<file path="src/rtl/gpio_pkg.sv">
// Shared GPIO definitions: read-select encoding and default port width.
// Used by both the address decoder and the port unit.
package gpio_pkg;

    localparam int GPIO_W = 32;

    localparam logic [1:0] RDSEL_IN1  = 2'b00;
    localparam logic [1:0] RDSEL_IN2  = 2'b01;
    localparam logic [1:0] RDSEL_OUT1 = 2'b10;
    localparam logic [1:0] RDSEL_OUT2 = 2'b11;

endpackage

</file>
<file path="src/rtl/gpio_port_unit_if.sv">
// Decoder-side bus into the GPIO port unit: write strobes, read select and
// data, plus the interrupt line back to the system.
interface gpio_port_unit_if #(
    parameter int W = gpio_pkg::GPIO_W
);
    logic         WE1;
    logic         WE2;
    logic         RE;
    logic [1:0]   RdSel;
    logic [W-1:0] WD;
    logic [W-1:0] RD;
    logic         irq;

    modport master (
        output WE1, WE2, RE, RdSel, WD,
        input  RD, irq
    );

    modport slave (
        input  WE1, WE2, RE, RdSel, WD,
        output RD, irq
    );
endinterface

</file>
<file path="src/rtl/gpio_sync.sv">
// W-bit wide, STAGES-deep synchronizer chain for an asynchronous input port.
// STAGES must be 2 or more; q is the last stage.
module gpio_sync #(
    parameter int W      = 32,
    parameter int STAGES = 2
) (
    input  logic         clk,
    input  logic         rst,
    input  logic [W-1:0] d,
    output logic [W-1:0] q
);

    logic [STAGES-1:0][W-1:0] pipe;

    always_ff @(posedge clk) begin
        if (rst) pipe <= '0;
        else     pipe <= {pipe[STAGES-2:0], d};
    end

    assign q = pipe[STAGES-1];

endmodule

</file>
<file path="src/rtl/gpio_port_unit.sv">
// GPIO register/pin stage: two output registers, two synchronized input
// ports and registered read data. Optional edge irq via GPIO_EDGE_IRQ_EN.
module gpio_port_unit
    import gpio_pkg::*;
#(
    parameter int W           = GPIO_W,
    parameter int SYNC_STAGES = 2
) (
    input  logic             clk,
    input  logic             rst,
    gpio_port_unit_if.slave  bus,
    input  logic [W-1:0]     gpI1,
    input  logic [W-1:0]     gpI2,
    output logic [W-1:0]     gpO1,
    output logic [W-1:0]     gpO2
);

    logic [W-1:0] s1, s2;
    logic [W-1:0] rd_q;

    gpio_sync #(.W(W), .STAGES(SYNC_STAGES)) u_sync1 (
        .clk (clk),
        .rst (rst),
        .d   (gpI1),
        .q   (s1)
    );

    gpio_sync #(.W(W), .STAGES(SYNC_STAGES)) u_sync2 (
        .clk (clk),
        .rst (rst),
        .d   (gpI2),
        .q   (s2)
    );

    always_ff @(posedge clk) begin
        if (rst) begin
            gpO1 <= '0;
            gpO2 <= '0;
        end else begin
            if (bus.WE1) gpO1 <= bus.WD;
            if (bus.WE2) gpO2 <= bus.WD;
        end
    end

    // Mux reads the registers' current value, so a same-cycle write shows up
    // only on the next read.
    always_ff @(posedge clk) begin
        if (rst) begin
            rd_q <= '0;
        end else begin
            case (bus.RdSel)
                RDSEL_IN1:  rd_q <= s1;
                RDSEL_IN2:  rd_q <= s2;
                RDSEL_OUT1: rd_q <= gpO1;
                default:    rd_q <= gpO2;
            endcase
        end
    end

    assign bus.RD = rd_q;

`ifdef GPIO_EDGE_IRQ_EN
    logic [W-1:0] s1_prev;
    logic [W-1:0] edge_st;
    logic         irq_q;
    logic         edge_clr;

    assign edge_clr = bus.RE && (bus.RdSel == RDSEL_IN1);

    // A rising edge in the clearing cycle survives the clear.
    always_ff @(posedge clk) begin
        if (rst) begin
            s1_prev <= '0;
            edge_st <= '0;
            irq_q   <= 1'b0;
        end else begin
            s1_prev <= s1;
            edge_st <= (edge_clr ? '0 : edge_st) | (s1 & ~s1_prev);
            irq_q   <= |edge_st;
        end
    end

    assign bus.irq = irq_q;
`else
    logic unused_re;
    assign unused_re = bus.RE;
    assign bus.irq   = 1'b0;
`endif

endmodule

</file>
<file path="src/flat_wrapper.sv">
// flat-port wrapper written by rule: the top's interface ports become plain ports
module gpio_port_unit_flat import gpio_pkg::*;
#(
    parameter int W           = GPIO_W,
    parameter int SYNC_STAGES = 2
)
  (clk, rst, gpI1, gpI2, gpO1, gpO2, bus_WE1, bus_WE2, bus_RE, bus_RdSel, bus_WD, bus_RD, bus_irq);
  gpio_port_unit_if #(.W(W)) bus_i ();
  input  logic clk;
  input  logic rst;
  input  logic [W-1:0] gpI1;
  input  logic [W-1:0] gpI2;
  output logic [W-1:0] gpO1;
  output logic [W-1:0] gpO2;
  input wire logic [$bits(bus_i.WE1)-1:0] bus_WE1;
  input wire logic [$bits(bus_i.WE2)-1:0] bus_WE2;
  input wire logic [$bits(bus_i.RE)-1:0] bus_RE;
  input wire logic [$bits(bus_i.RdSel)-1:0] bus_RdSel;
  input wire logic [$bits(bus_i.WD)-1:0] bus_WD;
  output wire logic [$bits(bus_i.RD)-1:0] bus_RD;
  output wire logic [$bits(bus_i.irq)-1:0] bus_irq;
  assign bus_i.WE1 = bus_WE1;
  assign bus_i.WE2 = bus_WE2;
  assign bus_i.RE = bus_RE;
  assign bus_i.RdSel = bus_RdSel;
  assign bus_i.WD = bus_WD;
  assign bus_RD = bus_i.RD;
  assign bus_irq = bus_i.irq;
  gpio_port_unit #(.W(W), .SYNC_STAGES(SYNC_STAGES)) u_core (.clk(clk), .rst(rst), .bus(bus_i), .gpI1(gpI1), .gpI2(gpI2), .gpO1(gpO1), .gpO2(gpO2));
endmodule
</file>
<file path="config.mk">
export PLATFORM = sky130hd
export DESIGN_NAME = gpio_port_unit_flat
export DESIGN_NICKNAME = d
export VERILOG_FILES = /design/src/rtl/gpio_pkg.sv /design/src/rtl/gpio_port_unit_if.sv /design/src/rtl/gpio_sync.sv /design/src/rtl/gpio_port_unit.sv /design/src/flat_wrapper.sv
export SDC_FILE = /design/constraint.sdc
export NUM_CORES = 1
export LEC_CHECK = 0
export CORE_ASPECT_RATIO = 1.2
export CORE_MARGIN = 4
export CORE_UTILIZATION = 43
export DETAILED_ROUTE_END_ITERATION = 12
export PLACE_DENSITY = 0.76
export SLEW_MARGIN = 20
export SYNTH_ARGS = -nofsm -noshare
export SYNTH_HDL_FRONTEND = slang
export SYNTH_SLANG_ARGS = --single-unit
</file>
<file path="constraint.sdc">
create_clock -name clk -period 0.9 [get_ports clk]
set_clock_uncertainty 0.05 [all_clocks]
set_input_delay 0.18 -clock clk [delete_from_list [all_inputs] [get_ports clk]]
set_output_delay 0.18 -clock clk [all_outputs]
set_load 0.005 [all_outputs]
</file>
==> impl_metrics.toml, run 1 <==
[place]
port_buffers = 197
dp_hpwl_um = 13300
place_congestion = 0.837
dp_slack_ns = -0.469

[critical_path]
path_buf_inv = 1
r2r_cells = 4
rrSetupSlack_ns = -0.08
slowest_delay_ns = 0.36
cp_top_family = "flip-flops"
cp.depth = 1
r2r_start = "u_core.gpO2[28]"
end_kind = "output pin"
crit_path_cell_trace = "buf_6"
regToRegEndpoint = "u_core.bus.RD[28]"
cp_max_fo = 3
required_ns = 0.67
arrival_ns = 0.96
critPathKind = "reg2out"
critPathSlowestCell = "dfxtp_4"
worst_setup_path_start_kind = "register"

[route]
drtAntennaViolNets = 0
drtIter0Drc = 209
drc = 0
via_count = 5353
routed_wl_um = 18800
drtPass1Iterations = 7
routedWlPerCell_um = 16.7
via_per_inst = 4.76

[synthesis]
synth_top_area_share_pct = 61.5
yosys.area_share.simple_pct = 14.5
synth.area.top_cells = "dfxtp_1 62%, mux2i_1 18%, nor2b_1 11%"
synth_top_family_by_area = "multiplexers"
synth-seq-cells = 224
syn-cell-area_um2 = 7290
ys_types = 12
syn_area_per_cell_um2 = 11.7
synth-xor-area-share_pct = 0
synth_compound_area_share_pct = 2.75
muxShareOfSynthArea_pct = 17.6
synth_fp_nets = 726
synth_seq_area_share_pct = 61.5
synth_warnings = 0
netlist_instances = 623
synth_top_cell_by_area = "dfxtp_1"
synth_fa_ha_area_share_pct = 0

[grt]
grt_pass1_vias = 5835
grt_start_max_net_pins = 37
gr-total-overflow = 0
grt_pass1_wl_um = 29300
antenna_found_initial = 0
grt_use_total_pct = 19.1

[cells_and_area]
fill_cells = 1215
n_antenna_cell = 0
syn_to_final_growth_pct = 53.0
drive_above_1_share_pct = 37.2
nets = 1000

[clocking]
clock_latency_ns = 0.49
cts_made_buffers = 22
holdBufCountCts = 0
cts.clk_slew.worst_paths_ns = 0.06
root_buffer = "clkbuf_16"
cts_tree = "built"
cts.sinks = 224
clock_path_buffers = 3
h-tree-depth = 1

[sta]
drv_slew = 0
post-route-min-period_ns = 1.19
fmax_mhz = 842
finalSetupViolations = 107
min_period_over_period_pct = 132
final_hold_viol_count = 0
setup_tns_ns = -24.83
rsz0062_at_grt = "true"
fin_ws_ns = -0.287

[power_and_ir_drop]
peakVddDrop_v = 0.00150
leakage_uw = 0.00493
power_uw = 22800
powerDensity_nw_per_um2 = 2040

[worst_hold_path]
holdPathEnd = "u_core.u_sync2.q[22]"
hold_path_class = "in2reg"
holdCritStartpoint = "rst"
holdPathStages = 3

[floorplan]
die_h_um = 151
initial_utilization_pct = 44.3
die_w_um = 127
num_rows = 51
ios = 200
core_um2 = 16500
dieArea_um2 = 19100

[run]
maxCapViolations = 0

[run_status]
status = "finished, violations left"
violations = "setup timing"
-- area by class of cell --
type	instances	area [um^2]	share of cell area [%]
Clock inverter	10	135	1.21
Sequential cell	224	4600	41.3
Tap cell	212	265	2.38
Multi-Input combinational cell	355	2670	23.9
Timing Repair Buffer	294	2850	25.6
Clock buffer	30	632	5.67
-- cell usage after synthesis --
cell	n
nand2b_1	1
buf_4	14
o22ai_1	32
nor2b_1	128
conb_1	1
or2_1	1
mux2i_1	128
nor2_1	64
buf_6	3
clkbuf_1	7
dfxtp_1	224
buf_2	20
-- power by group --
group	switching, uW	leakage [uW]	internal (uW)
Sequential	220	0.00188	10500
Clock	3710	0.000364	5800
Combinational	998	0.00268	1590
Total	4930	0.00493	17800
-- through the flow --
step | cells | cell area [um^2] | utilization (%) | hold WS (ns)
final | 1125 | 11100 | 67.7 | 0.0199
after global routing | 1125 | 11100 | 67.7 | 0.0262
after CTS | 1130 | 10900 | 65.9 | 0.0125
after detailed placement | 1076 | 10100 | 61.4 | 0.374
after global placement | 1076 | 10100 | 61.4 | 0.371
after floorplan | 623 | 7350 | - | 0.258
-- cell families (layout without fill, tap and decap cells) --
group,after synthesis,in the layout
DFF,224,224
and+or+nand+nor,194,194
muxes,128,128
buffers and inverters,44,334
AOI/OAI and AO/OA,32,32
other,1,1
-- how the worst max path moves through the flow --
stage              startpoint           endpoint  slack, ns
4_1_cts        u_core.gpO1[2]            gpO1[2]      -0.30
2_1_floorplan         bus_WE1    u_core.gpO1[10]      -0.02
5_1_grt        u_core.gpO1[2]            gpO1[2]      -0.32
3_3_place_gp     bus_RdSel[1]  u_core.bus.RD[31]      -0.44
3_5_place_dp     bus_RdSel[1]   u_core.bus.RD[5]      -0.47
6_report       u_core.gpO1[2]            gpO1[2]      -0.29
-- flip-flops by register name (all words and copies together), names as in the netlist --
name and cells:
u_core.bus.RD 32, u_core.u_sync1.pipe 32, u_core.gpO2 32, u_core.u_sync1.q 32, u_core.u_sync2.pipe 32, u_core.u_sync2.q 32
u_core.gpO1 32
-- timing repair --
action	CTS	global route
setup buffers	19	13
setup endpoints to repair	107	131
hold endpoints to repair	0	0
pin swaps	21	17
gates resized for setup	522	79
-- layout by cell type (no fill, tap or decap), drive strengths merged --
master,netlist,final
buf,37,197
bufinv,0,3
clkbuf,7,30
clkdlybuf4s50,0,97
clkinv,0,3
clkinvlp,0,4
conb,1,1
dfxtp,224,224
mux2i,128,128
nand2b,1,1
nor2,64,64
nor2b,128,128
o22ai,32,32
or2,1,1
-- layer usage --
metal	vias up	wire, um	GRT usage (%)	part of all wire [%]
li1	2604	-	-	-
met1	2528	7250	21.4	39
met2	174	9640	34.8	51
met3	47	1220	4.65	6.5
met4	0	656	7.73	3.5
met5	-	0	0	0
No activity file was read; power rests on OpenSTA's default activity.
==> run 2: changes to the inputs <==
--- a/config.mk
+++ b/config.mk
@@ -7,9 +7,10 @@
 export LEC_CHECK = 0
 export CORE_ASPECT_RATIO = 1.2
 export CORE_MARGIN = 4
-export CORE_UTILIZATION = 43
+export CORE_UTILIZATION = 45
+export CTS_BUF_LIST = sky130_fd_sc_hd__clkbuf_4 sky130_fd_sc_hd__clkbuf_8
 export DETAILED_ROUTE_END_ITERATION = 12
-export PLACE_DENSITY = 0.76
+export PLACE_DENSITY = 0.78
 export SLEW_MARGIN = 20
 export SYNTH_ARGS = -nofsm -noshare
 export SYNTH_HDL_FRONTEND = slang
==> run 2 against run 1 <==
Effect of this change: the flow still finishes with violations (setup timing); count of clock-buffer cells in the layout rose by 22; core utilization grew 2.7 points; clock power decreased by 9.4%; critical path depth unchanged; setup slack better by 0.0057 ns; die area fell by 4.2%; sequential cell count unchanged; fmax rose by 0.48%; via count up 1.2%; register-to-register slack got worse by 0.10 ns; sequential share of layout area is 0.11 points higher; highest routed layer is now met5.
==> impl_metrics.toml, run 2 (synthesis results as in run 1) <==
[run_status]
status = "finished, violations left"
violations = "setup timing"

[run]
maxCapViolations = 0

[place]
dp_hpwl_um = 13000
dp_slack_ns = -0.465
place_congestion = 0.795
port_buffers = 197

[sta]
min_period_over_period_pct = 131
fin_ws_ns = -0.281
setup_tns_ns = -25.16
post-route-min-period_ns = 1.18
finalSetupViolations = 106
rsz0062_at_grt = "true"
fmax_mhz = 847
drv_slew = 0
final_hold_viol_count = 0

[cells_and_area]
final_common_cell = "dfxtp_1"
nets = 1012
n_antenna_cell = 0
layout_common_cells = "136 x dfxtp_1, 128 x nor2b_1, 104 x mux2i_1"
drive_above_1_share_pct = 40.3
syn_to_final_growth_pct = 52.4
fill_cells = 1110

[critical_path]
slowest_delay_ns = 0.34
cp_max_fo = 2
crit_path_cell_trace = "buf_2"
cp_top_family = "flip-flops"
critPathSlowestCell = "dfxtp_2"
path_buf_inv = 1
critPathKind = "reg2out"
end_kind = "output pin"
worst_setup_path_start_kind = "register"
required_ns = 0.67
arrival_ns = 0.95

[floorplan]
die_h_um = 147
dieArea_um2 = 18300
num_rows = 50
ios = 200
core_um2 = 15800
die_w_um = 124
initial_utilization_pct = 46.2

[grt]
grt_pass1_wl_um = 28800
grt_pass1_vias = 5779
antenna_found_initial = 1
grt_start_max_net_pins = 38
grt_use_total_pct = 19.9
gr-total-overflow = 0

[clocking]
cts_made_buffers = 35
cts.sinks = 224
root_buffer = "clkbuf_8"
cts_tree = "built"
clock_latency_ns = 0.49
h-tree-depth = 2
cts.clk_slew.worst_paths_ns = 0.06
clock_path_buffers = 3

[route]
via_count = 5415
via_per_inst = 4.74
drtPass1Iterations = 4
drc = 0
routedWlPerCell_um = 16.2
met1Wirelength_um = 7000
drtAntennaViolNets = 0
wl_met3_um = 1290
highest_layer = "met5"
routed_wl_um = 18500
wl_met2_um = 9600
drtIter0Drc = 164

[power_and_ir_drop]
leakage_uw = 0.00490
powerDensity_nw_per_um2 = 1970
peakVddDrop_v = 0.00123

[worst_hold_path]
hold_path_class = "in2reg"
run 2: cell count changes in the layout (fill, tap and decap cells not counted), sizes merged:
cell         previous run  this run
buf                   197       195
bufinv                  3         1
clkbuf                 30        52
clkinv                  3         7
clkinvlp                4         1
dlygate4sd3             0         1
inv                     0         1
run 2: path summary, 6_finish.rpt:
kind,start,end,slack [ns],cells past startpoint
setup / recovery,u_core.gpO2[12],gpO2[12],-0.28,1
hold / removal,rst,u_core.gpO1[0],0.11,4
setup reg to reg,u_core.gpO2[3],u_core.bus.RD[3],-0.18,5
hold reg to reg,u_core.u_sync1.pipe[23],u_core.u_sync1.q[23],0.37,1
run 2: per-stage QoR:
| stage | area (um^2) | util, % | power, uW | std cells | hold slack (ns) |
|---|---|---|---|---|---|
| global placement | 10000 | 63.7 | 13200 | 1071 | 0.370 |
| CTS | 10800 | 68.3 | 21900 | 1144 | 0.0862 |
| floorplan | 7350 | - | 11800 | 623 | 0.258 |
| finish | 11100 | 70.4 | 21900 | 1142 | 0.112 |
| detailed placement | 10000 | 63.7 | 13300 | 1071 | 0.373 |
| global route | 11100 | 70.4 | 22800 | 1142 | 0.0968 |
run 2: cell type report:
class	count	area, um^2	share of cell area [%]
sequential	224	4590	41.4
clock inverter	10	81.3	0.732
clock buffer	52	647	5.83
multi-input combinational	355	2780	25.1
timing repair buffer	293	2740	24.7
tap	208	260	2.34
run 2: power by group:
part,leakage [uW],internal [uW],switching (uW)
Clock,0.000392,4920,3700
Sequential,0.00188,10500,210
Combinational,0.00263,1580,1020
Total,0.00490,17000,4930
run 2: worst register-to-register path: cells and delay by family, from the launching register on:
kind | cells | cell delay, ns
AO/OA/AOI/OAI | 1 | 0.09
buffers and inverters | 3 | 0.34
flip-flops | 1 | 0.33
multiplexers | 1 | 0.15
run 2: what timing repair did:
item | in CTS | in global routing
gates cloned | 0 | 0
pin swaps | 18 | 21
hold endpoints to repair | 2 | 0
setup buffers | 16 | 8
hold buffers | 1 | 0
endpoints found under the setup margin | 111 | 128
resized for setup | 528 | 73
run 2: per-layer routing:
layer | up-vias | GRT usage [%]
li1 | 2632 | -
met1 | 2549 | 22.3
met2 | 185 | 35.1
met3 | 47 | 5.51
met4 | 2 | 7.89
met5 | - | 0
